`src/rtl/rom_ctrl_hash_sink_if.sv`:
```
// ROM word stream from the ROM read counter (master) to the hash sink (slave).
interface rom_ctrl_hash_sink_if #(
  parameter int RomDepth  = 16,
  parameter int DataWidth = 32
) ();
  localparam int AW = $clog2(RomDepth);

  logic                 rom_vld;
  logic                 rom_rdy;
  logic [AW-1:0]        rom_addr;
  logic [DataWidth-1:0] rom_data;
  logic                 rom_last_nontop;

  modport master (output rom_vld, rom_addr, rom_data, rom_last_nontop, input rom_rdy);
  modport slave  (input rom_vld, rom_addr, rom_data, rom_last_nontop, output rom_rdy);
endinterface

```
`src/rtl/rom_ctrl_hash_sink.sv`:
```
// Consumer end of the ROM checker stream: forwards non-top words to KMAC through a
// 2-entry buffer, captures the top words as the expected digest and issues a verdict.
module rom_ctrl_hash_sink #(
  parameter int RomDepth    = 16,
  parameter int RomTopCount = 2,
  parameter int DataWidth   = 32
) (
  input  logic                             clk_i,
  input  logic                             rst_ni,
  rom_ctrl_hash_sink_if.slave              rom,
  output logic                             kmac_valid_o,
  input  logic                             kmac_ready_i,
  output logic [DataWidth-1:0]             kmac_data_o,
  output logic                             kmac_last_o,
  input  logic                             digest_valid_i,
  input  logic [RomTopCount*DataWidth-1:0] digest_i,
  output logic [RomTopCount*DataWidth-1:0] exp_digest_o,
  output logic                             done_o,
  output logic                             good_o,
  output logic                             error_o
);
  localparam int AW = $clog2(RomDepth);
  localparam logic [AW-1:0] LastNonTopAddr = AW'(RomDepth - RomTopCount - 1);
  localparam logic [AW-1:0] TopBaseAddr    = AW'(RomDepth - RomTopCount);
  localparam logic [AW-1:0] FinalAddr      = AW'(RomDepth - 1);

  typedef enum logic [2:0] {Hash, Top, Wait, Done, Err} state_e;

  state_e                           state_q, state_d;
  logic [AW-1:0]                    exp_q;
  logic [RomTopCount*DataWidth-1:0] exp_digest_q;
  logic                             good_q;

  logic [DataWidth-1:0] fifo_data_q [2];
  logic [1:0]           fifo_last_q;
  logic                 wr_ptr_q, rd_ptr_q;
  logic [1:0]           fifo_cnt_q;
  logic                 fifo_full, fifo_empty, fifo_push, fifo_pop;

  logic rom_acc, word_bad;

  assign fifo_full  = (fifo_cnt_q == 2'd2);
  assign fifo_empty = (fifo_cnt_q == 2'd0);
  assign rom_acc    = rom.rom_vld & rom.rom_rdy;
  // A word is bad if out of sequence or if its last-non-top flag disagrees with its address.
  assign word_bad   = (rom.rom_addr != exp_q) |
                      (rom.rom_last_nontop != (rom.rom_addr == LastNonTopAddr));
  assign fifo_push  = rom_acc & (state_q == Hash);
  assign fifo_pop   = kmac_valid_o & kmac_ready_i;

  always_ff @(posedge clk_i or negedge rst_ni) begin
    if (!rst_ni) state_q <= Hash;
    else         state_q <= state_d;
  end

  always_comb begin
    state_d = state_q;
    unique case (state_q)
      Hash: begin
        if (digest_valid_i || (rom_acc && word_bad)) state_d = Err;
        else if (rom_acc && rom.rom_last_nontop)     state_d = Top;
      end
      Top: begin
        if (digest_valid_i || (rom_acc && word_bad)) state_d = Err;
        else if (rom_acc && exp_q == FinalAddr)      state_d = Wait;
      end
      Wait:    if (digest_valid_i) state_d = Done;
      default: state_d = state_q;
    endcase
  end

  always_comb begin
    rom.rom_rdy = 1'b0;
    done_o      = 1'b0;
    good_o      = 1'b0;
    error_o     = 1'b0;
    unique case (state_q)
      Hash: rom.rom_rdy = ~fifo_full;
      Top:  rom.rom_rdy = 1'b1;
      Done: begin
        done_o = 1'b1;
        good_o = good_q;
      end
      Err: begin
        done_o  = 1'b1;
        error_o = 1'b1;
      end
      default: rom.rom_rdy = 1'b0;
    endcase
  end

  always_ff @(posedge clk_i or negedge rst_ni) begin
    if (!rst_ni) begin
      exp_q        <= '0;
      exp_digest_q <= '0;
      good_q       <= 1'b0;
    end else begin
      if (rom_acc) exp_q <= exp_q + AW'(1);
      if (state_q == Top && rom_acc) begin
        for (int k = 0; k < RomTopCount; k++) begin
          if (exp_q == TopBaseAddr + AW'(k)) exp_digest_q[k*DataWidth +: DataWidth] <= rom.rom_data;
        end
      end
      if (state_q == Wait && digest_valid_i) good_q <= (digest_i == exp_digest_q);
    end
  end

  // Buffer control; the payload array needs no reset because the head is masked when empty.
  always_ff @(posedge clk_i or negedge rst_ni) begin
    if (!rst_ni) begin
      fifo_last_q <= '0;
      wr_ptr_q    <= 1'b0;
      rd_ptr_q    <= 1'b0;
      fifo_cnt_q  <= '0;
    end else begin
      if (fifo_push) begin
        fifo_last_q[wr_ptr_q] <= rom.rom_last_nontop;
        wr_ptr_q              <= ~wr_ptr_q;
      end
      if (fifo_pop) rd_ptr_q <= ~rd_ptr_q;
      fifo_cnt_q <= fifo_cnt_q + {1'b0, fifo_push} - {1'b0, fifo_pop};
    end
  end

  always_ff @(posedge clk_i) begin
    if (fifo_push) fifo_data_q[wr_ptr_q] <= rom.rom_data;
  end

  assign kmac_valid_o = ~fifo_empty;
  assign kmac_data_o  = fifo_empty ? '0 : fifo_data_q[rd_ptr_q];
  assign kmac_last_o  = ~fifo_empty & fifo_last_q[rd_ptr_q];
  assign exp_digest_o = exp_digest_q;
endmodule
```
`src/flat_wrapper.sv`:
```
// flat-port wrapper written by rule: the top's interface ports become plain ports
module rom_ctrl_hash_sink_flat 
#(
  parameter int RomDepth    = 16,
  parameter int RomTopCount = 2,
  parameter int DataWidth   = 32
)
  (clk_i, rst_ni, kmac_valid_o, kmac_ready_i, kmac_data_o, kmac_last_o, digest_valid_i, digest_i, exp_digest_o, done_o, good_o, error_o, rom_rom_vld, rom_rom_addr, rom_rom_data, rom_rom_last_nontop, rom_rom_rdy);
  rom_ctrl_hash_sink_if #(.RomDepth(RomDepth), .DataWidth(DataWidth)) rom_i ();
  input  logic clk_i;
  input  logic rst_ni;
  output logic kmac_valid_o;
  input  logic kmac_ready_i;
  output logic [DataWidth-1:0] kmac_data_o;
  output logic kmac_last_o;
  input  logic digest_valid_i;
  input  logic [RomTopCount*DataWidth-1:0] digest_i;
  output logic [RomTopCount*DataWidth-1:0] exp_digest_o;
  output logic done_o;
  output logic good_o;
  output logic error_o;
  input wire logic [$bits(rom_i.rom_vld)-1:0] rom_rom_vld;
  input wire logic [$bits(rom_i.rom_addr)-1:0] rom_rom_addr;
  input wire logic [$bits(rom_i.rom_data)-1:0] rom_rom_data;
  input wire logic [$bits(rom_i.rom_last_nontop)-1:0] rom_rom_last_nontop;
  output wire logic [$bits(rom_i.rom_rdy)-1:0] rom_rom_rdy;
  assign rom_i.rom_vld = rom_rom_vld;
  assign rom_i.rom_addr = rom_rom_addr;
  assign rom_i.rom_data = rom_rom_data;
  assign rom_i.rom_last_nontop = rom_rom_last_nontop;
  assign rom_rom_rdy = rom_i.rom_rdy;
  rom_ctrl_hash_sink #(.RomDepth(RomDepth), .RomTopCount(RomTopCount), .DataWidth(DataWidth)) u_core (.clk_i(clk_i), .rst_ni(rst_ni), .rom(rom_i), .kmac_valid_o(kmac_valid_o), .kmac_ready_i(kmac_ready_i), .kmac_data_o(kmac_data_o), .kmac_last_o(kmac_last_o), .digest_valid_i(digest_valid_i), .digest_i(digest_i), .exp_digest_o(exp_digest_o), .done_o(done_o), .good_o(good_o), .error_o(error_o));
endmodule
```
`config.mk`:
```
export PLATFORM = sky130hd
export DESIGN_NAME = rom_ctrl_hash_sink_flat
export DESIGN_NICKNAME = d
export VERILOG_FILES = /design/src/rtl/rom_ctrl_hash_sink_if.sv /design/src/rtl/rom_ctrl_hash_sink.sv /design/src/flat_wrapper.sv
export SDC_FILE = /design/constraint.sdc
export NUM_CORES = 1
export LEC_CHECK = 0
export ABC_AREA = 1
export BUFFER_PORTS_ARGS = -buffer_cell sky130_fd_sc_hd__buf_4
export CORE_MARGIN = 2
export CORE_UTILIZATION = 51
export CTS_CLUSTER_SIZE = 8
export DETAILED_ROUTE_END_ITERATION = 10
export PLACE_DENSITY_LB_ADDON = 0.15
export SYNTH_ARGS = -nofsm -noshare
export SYNTH_HDL_FRONTEND = slang
export SYNTH_SLANG_ARGS = --single-unit
```
`constraint.sdc`:
```
create_clock -name clk_i -period 2.25 [get_ports clk_i]
set_input_delay 0.225 -clock clk_i [delete_from_list [all_inputs] [get_ports clk_i]]
set_output_delay 0.225 -clock clk_i [all_outputs]
set_load 0.01 [all_outputs]
```
==> metrics, run 1 <==
outcome=finished clean; clock root cell=clkbuf_16; clock transition at the registers of the reported paths=0.06 ns; leakage power=4.46 nW; Comb pwr share=24.2%; RSZ-0062 raised after global routing=no; Max Fclk=497 MHz; port buffer count=207; GRT Residual Overflow=0; largest net degree at the start of global routing=65; chip height=118 microns; Total Routing Usage GR=27.7%; Hold Crit Start=rom_rom_data[28]; capturing point of the worst reg2reg path=u_core.exp_digest_o[17]$_DFFE_PN0P_; r2r worst-path depth=5; clk sinks=142; skew final=0.00396 ns; CP required=2.55 ns; Psw=2.11 mW; mean post-synth cell area=9.65 sq um; worst r2r src=u_core.state_q[1]$_DFFE_PN0P_; setup_tns=0 ns; Num CTS Buffers=17; DR pass1 iterations=5; Cell Area, Synth=0.00665 sq mm; cell count after synthesis=689; WP data arrival=2.31 ns; cell row count=41; power per cell area=813 mW/mm^2; Crit. End Element=flip-flop; Vias/cell=5.06; Max clock buf depth=2; share of layout cells above drive strength 1=30.9%; routability congestion estimate=0.902; number of I/O pins=208; fin nets=1,041; DP Wirelength=14,000 microns; Slew Limit Fails=0; max-cap viol count=0; routed wire length=19,100 microns; CTS tree=yes; startpoint types=flip-flop; Final Cycle Share=89.5%; DRC errors left=0; area grow syn2layout=40.1%; Synth cell types=29; Final Hold Viols=0; maximum vdd drop=0.422 mV; overall power=7.57 mW; Seq/Total Area, Yosys=58.2%; first-pass GRT wire length=29,500 microns; syn_nets=799; area of the core=0.0127 sq mm; routed len/inst=17.1 microns; worst reg2reg setup slack=0.24 ns; hold depth=1; H-tree depth=4; CP Max Fanout=64; Slew Limit Headroom=42.7%; Reg power frac=36.6%; Initial Util=52.5%; number of synthesized register bits=142; Skew-Pair Late Insertion Delay=0.41 ns; Antenna Nets Post-Route=0; initial detailed-routing violation count=468; CP Class=reg -> reg; total number of vias=5,649; Hold Path Sink=u_core.fifo_data_q[0][28]$_DFFE_PP_; Die Width=118 microns; number of antenna violations at the first check in global routing=0; vias in the first global route=5,674; Internal Power=5.46 mW; Slew @ Worst Pin=0.857 ns; Final Setup Violations=0; Tightest Hold Check Type=in -> reg; synthesis warning total=0; sw frac=27.9%; post-CTS setup buffers=0; Clock power frac=39.2%; DIE AREA=0.0140 sq mm; Tmin final=2.01 ns
## state kept, by name, indices dropped and copies added, names as in the netlist
signal               flops
u_core.exp_digest_o     64
u_core.state_q           3
u_core.exp_q             4
u_core.good_q            1
u_core.fifo_last_q       2
u_core.wr_ptr_q          1
u_core.rd_ptr_q          1
u_core.fifo_cnt_q        2
u_core.fifo_data_q      64
## area by class of cell
class                           instances  area (sq um)
Multi-Input combinational cell        441          2340
Antenna cell                            1          2.50
Fill cell                             888          3350
Timing Repair Buffer                  245          1930
Sequential cell                       142          3870
Clock inverter                          6          90.1
Tap cell                              172           215
Inverter                               84           318
Clock buffer                           26           553
## per-layer routing
layer / GRT usage [%] / vias up / wire length [microns]
met2: 45.6 / 254 / 9320
li1: - / 2712 / -
met1: 35.0 / 2643 / 7700
met4: 9.56 / 0 / 485
met5: 0 / - / 0
met3: 8.35 / 40 / 1630
## worst max path at each step
| stage | start | end | cells after the start |
|---|---|---|---|
| global route | u_core.state_q[2]$_DFFE_PN0P_ | u_core.exp_digest_o[26]$_DFFE_PN0P_ | 5 |
| detailed placement | u_core.state_q[2]$_DFFE_PN0P_ | u_core.exp_digest_o[24]$_DFFE_PN0P_ | 5 |
| global placement | u_core.state_q[2]$_DFFE_PN0P_ | u_core.exp_digest_o[18]$_DFFE_PN0P_ | 5 |
| finish | u_core.state_q[1]$_DFFE_PN0P_ | u_core.exp_digest_o[17]$_DFFE_PN0P_ | 5 |
| floorplan | u_core.state_q[1]$_DFFE_PN0P_ | u_core.fifo_data_q[0][0]$_DFFE_PP_ | 7 |
| CTS | u_core.state_q[2]$_DFFE_PN0P_ | u_core.exp_digest_o[17]$_DFFE_PN0P_ | 5 |
## logic make-up (layout without fill, tap and decap cells)
kind of cell	after synthesis	after routing	synth area share (%)
simple gates	266	266	16.6
flops	142	142	58.2
compound gates	119	119	10.9
buf+inv	106	361	6.70
xor+xnor	52	52	6.85
fa+ha+maj	4	4	0.752
other cells	0	1	0
## cell usage after synthesis
master	instances	area [sq um]
nor2_1	33	124
xnor2_1	37	324
nand2_2	1	6.26
clkbuf_1	13	48.8
o21ai_0	41	205
ha_1	4	50.1
nand2_1	196	736
nor2_2	2	12.5
nand3_1	18	90.1
inv_4	1	6.26
nand3_4	1	17.5
nor3_1	2	10.0
nand3b_1	1	7.51
nand4_4	1	21.3
buf_1	3	11.3
buf_6	6	67.6
a22oi_1	1	7.51
dfrtp_1	78	1950
nand4_1	9	56.3
o21ai_1	6	30.0
inv_2	2	7.51
o22ai_1	5	31.3
nand3_2	1	10.0
a21oi_1	34	170
inv_1	81	304
xor2_1	15	131
edfxtp_1	64	1920
o21ai_2	32	280
nand2_4	1	11.3
## power groups by stage
| stage | logic [mW] | registers (mW) | clock network (mW) |
|---|---|---|---|
| CTS | 1.83 | 2.77 | 2.99 |
| floorplan | 0.821 | 2.81 | 0 |
| finish | 1.83 | 2.77 | 2.97 |
| detailed placement | 1.79 | 2.82 | 0 |
| global route | 1.98 | 2.78 | 3.11 |
| global placement | 1.77 | 2.82 | 0 |
## layout by cell type (no fill, tap or decap), types with 7 or more instances in the layout
cell	n
edfxtp_1	64
nand2_1	196
dlygate4sd3_1	25
buf_4	218
o21ai_1	7
inv_1	81
o21ai_0	40
xor2_1	15
nand3_1	18
nor2_1	32
o21ai_2	32
a21oi_1	34
nand4_1	9
clkbuf_16	20
xnor2_1	37
dfrtp_1	78
## worst max-delay path: stages, from the launching register on
cell and delay [ns]:
dfrtp_1 0.43, inv_1 0.10, nand3_2 0.10, inv_2 0.14
nand4_4 0.64, o21ai_0 0.46
## through the flow
step,instance area [sq um],utilization (%),cells,setup slack [ns],hold slack [ns]
after detailed placement,8420,66.5,1059,0.259,0.273
after CTS,9290,73.3,1113,0.232,0.000380
after global placement,8420,66.5,1059,0.367,0.264
after floorplan,6650,-,689,0.158,-0.0706
after global routing,9320,73.5,1116,0.0308,0.00207
final,9320,73.5,1117,0.237,0.0143
## repair_timing
action                                 CTS  global route
hold buffers                            22             3
setup endpoints to repair                0             1
resized for setup                        0             1
endpoints found under the hold margin   82             6
No activity file was read; power rests on OpenSTA's default activity.
==> run 2: changes to the inputs <==
==> constraint.sdc (replaced) <==
create_clock -name clk_i -period 2 [get_ports clk_i]
set_input_delay 0.2 -clock clk_i [delete_from_list [all_inputs] [get_ports clk_i]]
set_output_delay 0.2 -clock clk_i [all_outputs]
set_load 0.01 [all_outputs]
==> metrics, run 2 (same netlist as run 1, synthesis figures left out) <==
routed len/inst=17.5 microns (was 17.1 microns); CP max-delay cell=buf_4 (was nand4_4); clock transition at the registers of the reported paths=0.05 ns (was 0.06 ns); Buf/Inv on CP=2 (unchanged); most frequent CP cell=buf_4; fin nets=1,048 (was 1,041); Internal Power=5.61 mW (was 5.46 mW); Initial Util=52.5% (unchanged); chip height=118 microns (unchanged); Max clock buf depth=2 (unchanged); fillcell total=887 (was 888); max-cap viol count=0 (unchanged); commonest non-fill, non-tap cell in the layout=buf_4 (unchanged); Max Fclk=520 MHz; CP required=1.80 ns (was 2.55 ns); Tmin final=1.92 ns; DP Wirelength=13,700 microns (was 14,000 microns); total number of vias=5,735 (was 5,649); vias in the first global route=5,730 (was 5,674); Slew Limit Headroom=56.1% (was 42.7%); Final Setup Violations=0 (unchanged); maximum vdd drop=0.535 mV (was 0.422 mV); Antenna Cells=0 (was 1); Slew @ Worst Pin=0.658 ns (was 0.857 ns); CP Class=reg -> out (was reg -> reg); cell row count=41 (unchanged); Die Width=118 microns (unchanged); setup_tns=0 ns (unchanged); first-pass GRT wire length=30,000 microns (was 29,500 microns); DIE AREA=0.0140 sq mm (unchanged); leakage power=4.42 nW (was 4.46 nW); Clock power frac=34.6% (was 39.2%); CP peak stage delay=0.37 ns (was 0.64 ns); Vias/cell=5.11 (was 5.06); initial detailed-routing violation count=440 (was 468); Crit. End Element=output port (was flip-flop); share of layout cells above drive strength 1=30.4% (was 30.9%); Final Cycle Share=96.2%; RSZ-0062 raised after global routing=yes (was no); number of I/O pins=208 (unchanged); largest net degree at the start of global routing=47 (was 65); CP top delay family=buffers and inverters (was simple AND/OR/NAND/NOR gates); startpoint types=flip-flop (unchanged); routed wire length=19,700 microns (was 19,100 microns); number of antenna violations at the first check in global routing=0 (unchanged); Total Routing Usage GR=28.2% (was 27.7%); Comb pwr share=26.1% (was 24.2%); CP Max Fanout=34 (was 64); sw frac=29.3% (was 27.9%); outcome=finished clean (unchanged); post-CTS setup buffers=0 (unchanged); Final Hold Viols=0 (unchanged); Slew Limit Fails=0 (unchanged); clock root cell=clkbuf_16 (unchanged); CP Cell Sequence=buf_4 -> nand2_1 -> a21oi_1 -> buf_4 (was inv_1 -> nand3_2 -> inv_2 -> nand4_4 -> o21ai_0); power per cell area=852 mW/mm^2 (was 813 mW/mm^2); skew final=0.00563 ns (was 0.00396 ns); area of the core=0.0127 sq mm (unchanged); Skew-Pair Late Insertion Delay=0.41 ns (about the same); DR pass1 iterations=6 (was 5); overall power=7.94 mW (was 7.57 mW); area grow syn2layout=40.2% (was 40.1%); routability congestion estimate=0.880 (was 0.902); DRC errors left=0 (unchanged); clk sinks=142 (unchanged); port buffer count=207 (unchanged); Num CTS Buffers=17 (unchanged); H-tree depth=4 (unchanged); Psw=2.33 mW (was 2.11 mW); WP data arrival=1.72 ns (was 2.31 ns); CTS tree=yes (unchanged); Reg power frac=39.3% (was 36.6%); Tightest Hold Check Type=in -> reg (unchanged); commonest non-fill, non-tap cells in the layout=buf_4, nand2_1, inv_1, dfrtp_1, edfxtp_1 (unchanged); Antenna Nets Post-Route=0 (unchanged); GRT Residual Overflow=0 (unchanged)
-- run 2: cell count changes in the layout (fill, tap and decap cells not counted), sizes merged, moves of 2 or more --
cell         previous run  this run
clkinv                  1         8
bufinv                  2         0
inv                    85        82
dlygate4sd3            25        33
buf                   220       218
clkbuf                 26        24
-- run 2: power groups by stage --
stage | clock [mW] | sequential, mW | combinational (mW)
detailed placement | 0 | 3.17 | 1.99
floorplan | 0 | 3.16 | 0.924
global route | 2.91 | 3.12 | 2.23
global placement | 0 | 3.17 | 1.97
CTS | 2.79 | 3.12 | 2.07
finish | 2.75 | 3.12 | 2.07
-- run 2: final timing paths --
| check | slack [ns] | endpoint | start | depth (start not counted) |
|---|---|---|---|---|
| min in group asynchronous | 0.36 | u_core.exp_digest_o[41]$_DFFE_PN0P_ | rst_ni | 2 |
| min | 0.13 | u_core.fifo_last_q[0]$_DFFE_PN0P_ | rom_rom_last_nontop | 3 |
| min reg2reg | 0.50 | u_core.fifo_last_q[1]$_DFFE_PN0P_ | u_core.fifo_last_q[1]$_DFFE_PN0P_ | 2 |
| max reg2reg | 0.12 | u_core.fifo_data_q[0][4]$_DFFE_PP_ | u_core.state_q[0]$_DFFE_PN0P_ | 8 |
| max in group asynchronous | 1.01 | u_core.exp_q[0]$_DFFE_PN0P_ | rst_ni | 3 |
| max | 0.08 | kmac_data_o[0] | u_core.rd_ptr_q$_DFFE_PN0P_ | 4 |
-- run 2: through the flow --
step / hold slack, ns / setup slack (ns) / instance area [sq um] / cells / utilization, %
2_1_floorplan: -0.0956 / 0.178 / 6660 / 689 / -
3_3_place_gp: 0.254 / 0.255 / 8450 / 1057 / 66.7
3_5_place_dp: 0.263 / 0.152 / 8450 / 1057 / 66.7
4_1_cts: 0.125 / 0.0411 / 9300 / 1122 / 73.4
5_1_grt: 0.144 / 0.00112 / 9320 / 1123 / 73.6
6_report: 0.133 / 0.0756 / 9320 / 1123 / 73.6
-- run 2: worst reg2reg max path, delay by kind of cell (launching register included) --
kind          cells  cell delay, ns
buf+inv           2            0.35
simple gates      6            0.78
flops             1            0.45
-- run 2: layout make-up --
class                      count  area, sq um  area share [%]
multi-input combinational    441         2340            25.1
sequential                   142         3870            41.5
timing repair buffer         252         2060            22.1
clock inverter                 9         43.8           0.470
inverter                      84          325            3.49
clock buffer                  23          468            5.02
tap                          172          215            2.31
-- run 2: per-layer routing --
metal | track usage, % | vias up | share of wire [%]
met2 | 47.2 | 294 | 49
met5 | 0 | - | 0
met1 | 34.9 | 2690 | 39
met4 | 11.3 | 0 | 2.7
li1 | - | 2715 | -
met3 | 7.48 | 36 | 8.8
-- run 2: repair_timing --
action,in CTS,in global routing
setup endpoints to repair,0,28
hold buffers,33,0
gates resized for setup,0,1
hold endpoints to repair,109,0
==> run 3: changes to the inputs <==
--- a/config.mk
+++ b/config.mk
@@ -6,11 +6,12 @@
 export NUM_CORES = 1
 export LEC_CHECK = 0
 export ABC_AREA = 1
-export BUFFER_PORTS_ARGS = -buffer_cell sky130_fd_sc_hd__buf_4
 export CORE_MARGIN = 2
-export CORE_UTILIZATION = 51
+export CORE_UTILIZATION = 63
 export CTS_CLUSTER_SIZE = 8
 export DETAILED_ROUTE_END_ITERATION = 10
+export DONT_BUFFER_PORTS = 1
+export GPL_ROUTABILITY_DRIVEN = 0
 export PLACE_DENSITY_LB_ADDON = 0.15
 export SYNTH_ARGS = -nofsm -noshare
 export SYNTH_HDL_FRONTEND = slang
==> metrics, run 3 (same netlist as run 1, synthesis figures left out) <==
outcome=finished clean (unchanged); fillcell total=676 (was 887); Tightest Hold Check Type=in -> reg (unchanged); WP data arrival=1.71 ns (was 1.72 ns); Initial Util=64.7% (was 52.5%); Die Width=107 microns (was 118 microns); leakage power=3.43 nW (was 4.42 nW); largest net degree at the start of global routing=79 (was 47); CP required=1.80 ns (about the same); chip height=107 microns (was 118 microns); Placed Cells=818 (was 1,057); clock root cell=clkbuf_8 (was clkbuf_16); Final Setup Violations=0 (unchanged); port buffer count=0 (was 207); Total Routing Usage GR=32.7% (was 28.2%); CP peak stage delay=0.39 ns (was 0.37 ns); setup_tns=0 ns (unchanged); GRT Residual Overflow=0 (unchanged); CP Class=reg -> out (unchanged); area of the core=0.0103 sq mm (was 0.0127 sq mm); Max Fclk=523 MHz (was 520 MHz); H-tree depth=4 (unchanged); commonest non-fill, non-tap cell in the layout=nand2_1 (was buf_4); vias in the first global route=5,108 (was 5,730); RSZ-0062 raised after global routing=no (was yes); number of I/O pins=208 (unchanged); Antenna Nets Post-Route=0 (unchanged); Final Cycle Share=95.6% (was 96.2%); max-cap viol count=0 (unchanged); Post-Layout Cell Count=887 (was 1,123); Slew Limit Headroom=65.1% (was 56.1%); clock transition at the registers of the reported paths=0.06 ns (was 0.05 ns); Skew-Pair Late Insertion Delay=0.52 ns (was 0.41 ns); total number of vias=5,089 (was 5,735); fin nets=849 (was 1,048); routed len/inst=20.3 microns (was 17.5 microns); Vias/cell=5.74 (was 5.11); DIE AREA=0.0114 sq mm (was 0.0140 sq mm); commonest non-fill, non-tap cells in the layout=nand2_1, inv_1, dfrtp_1, edfxtp_1, o21ai_0 (was buf_4, nand2_1, inv_1, dfrtp_1, edfxtp_1); CP Cell Sequence=inv_1 -> buf_4 -> nand2_1 -> a21oi_1 (was buf_4 -> nand2_1 -> a21oi_1 -> buf_4); initial detailed-routing violation count=401 (was 440); Crit. End Element=output port (unchanged); DR pass1 iterations=5 (was 6); startpoint types=flip-flop (unchanged); Tmin final=1.91 ns (was 1.92 ns); first-pass GRT wire length=27,900 microns (was 30,000 microns); power per cell area=967 mW/mm^2 (was 852 mW/mm^2); Max clock buf depth=2 (unchanged); post-CTS setup buffers=0 (unchanged); CP Max Fanout=22 (was 34); Antenna Cells=0 (unchanged); Num CTS Buffers=17 (unchanged); share of layout cells above drive strength 1=12.6% (was 30.4%); number of antenna violations at the first check in global routing=0 (unchanged); maximum vdd drop=0.567 mV (was 0.535 mV); CP max-delay cell=dfrtp_1 (was buf_4); skew final=0.00665 ns (was 0.00563 ns); Slew @ Worst Pin=0.518 ns (was 0.658 ns); clk sinks=142 (unchanged); Final Hold Viols=0 (unchanged); CTS tree=yes (unchanged); Slew Limit Fails=0 (unchanged); cell row count=37 (was 41); DRC errors left=0 (unchanged); routed wire length=18,000 microns (was 19,700 microns); DP Wirelength=12,800 microns (was 13,700 microns); area grow syn2layout=18.2% (was 40.2%)
-- run 3: cell count changes in the layout (fill, tap and decap cells not counted), moves of 3 or more --
cell	change
dlygate4sd3_1	+4
clkbuf_1	-4
a21oi_2	+4
buf_4	-202
clkinv_2	-3
a21oi_1	-4
clkinv_4	+3
-- run 3: worst paths after layout --
kind,start,slack (ns),cells after the start,end
worst max-delay path,u_core.rd_ptr_q$_DFFE_PN0P_,0.09,4,kmac_data_o[16]
worst min-delay path,digest_i[22],0.05,5,u_core.good_q$_DFFE_PN0P_
worst max register to register,u_core.state_q[1]$_DFFE_PN0P_,0.14,8,u_core.fifo_data_q[0][16]$_DFFE_PP_
worst min register to register,u_core.fifo_last_q[1]$_DFFE_PN0P_,0.51,2,u_core.fifo_last_q[1]$_DFFE_PN0P_
max in group asynchronous,rst_ni,1.43,2,u_core.exp_digest_o[54]$_DFFE_PN0P_
min in group asynchronous,rst_ni,0.25,2,u_core.exp_digest_o[9]$_DFFE_PN0P_
-- run 3: area by class of cell --
cell class / instances / area [sq um] / share of cell area (%)
clock buffers: 18 / 428 / 5.44
flip-flops and latches: 142 / 3870 / 49.3
repair buffers: 53 / 573 / 7.29
clock inverters: 13 / 140 / 1.78
well taps: 136 / 170 / 2.16
multi-input cells: 441 / 2350 / 29.9
inverters: 84 / 325 / 4.14
-- run 3: worst max-delay path, delay by kind of cell (launching register included) --
| kind | cells | cell delay (ns) |
|---|---|---|
| AND/OR/NAND/NOR | 1 | 0.09 |
| flip-flops | 1 | 0.39 |
| buffers and inverters | 2 | 0.38 |
| AO/OA/AOI/OAI | 1 | 0.32 |
-- run 3: stage by stage --
stage	hold WS, ns	setup slack (ns)	util, %	area, sq um	power [mW]
after floorplan	-0.0956	0.178	-	6660	4.08
after global placement	-0.0937	0.237	67.0	6880	4.46
after detailed placement	-0.0939	0.186	67.0	6880	4.49
after CTS	0.0425	0.00388	76.4	7850	7.60
after global routing	0.114	0.0116	76.5	7870	7.87
final	0.0544	0.0886	76.5	7870	7.61
-- run 3: metal layers --
layer / up-vias / global-route usage, % / share of wire, %
met3: 22 / 8.57 / 8.9
met4: 0 / 10.7 / 2.4
met1: 2456 / 42.6 / 40
li1: 2333 / - / -
met5: - / 0 / 0
met2: 278 / 53.8 / 49
-- run 3: power breakdown --
| part | switching (mW) | internal [mW] | leakage, nW | total [mW] |
|---|---|---|---|---|
| Clock | 1.22 | 1.80 | 0.271 | 3.03 |
| Combinational | 1.06 | 0.406 | 1.53 | 1.46 |
| Sequential | 0.0338 | 3.09 | 1.63 | 3.12 |
-- run 3: repair_timing --
item / in CTS / in global routing
hold buffers: 38 / 0
resized for setup: 0 / 4
endpoints found under the hold margin: 217 / 0
endpoints found under the setup margin: 0 / 4
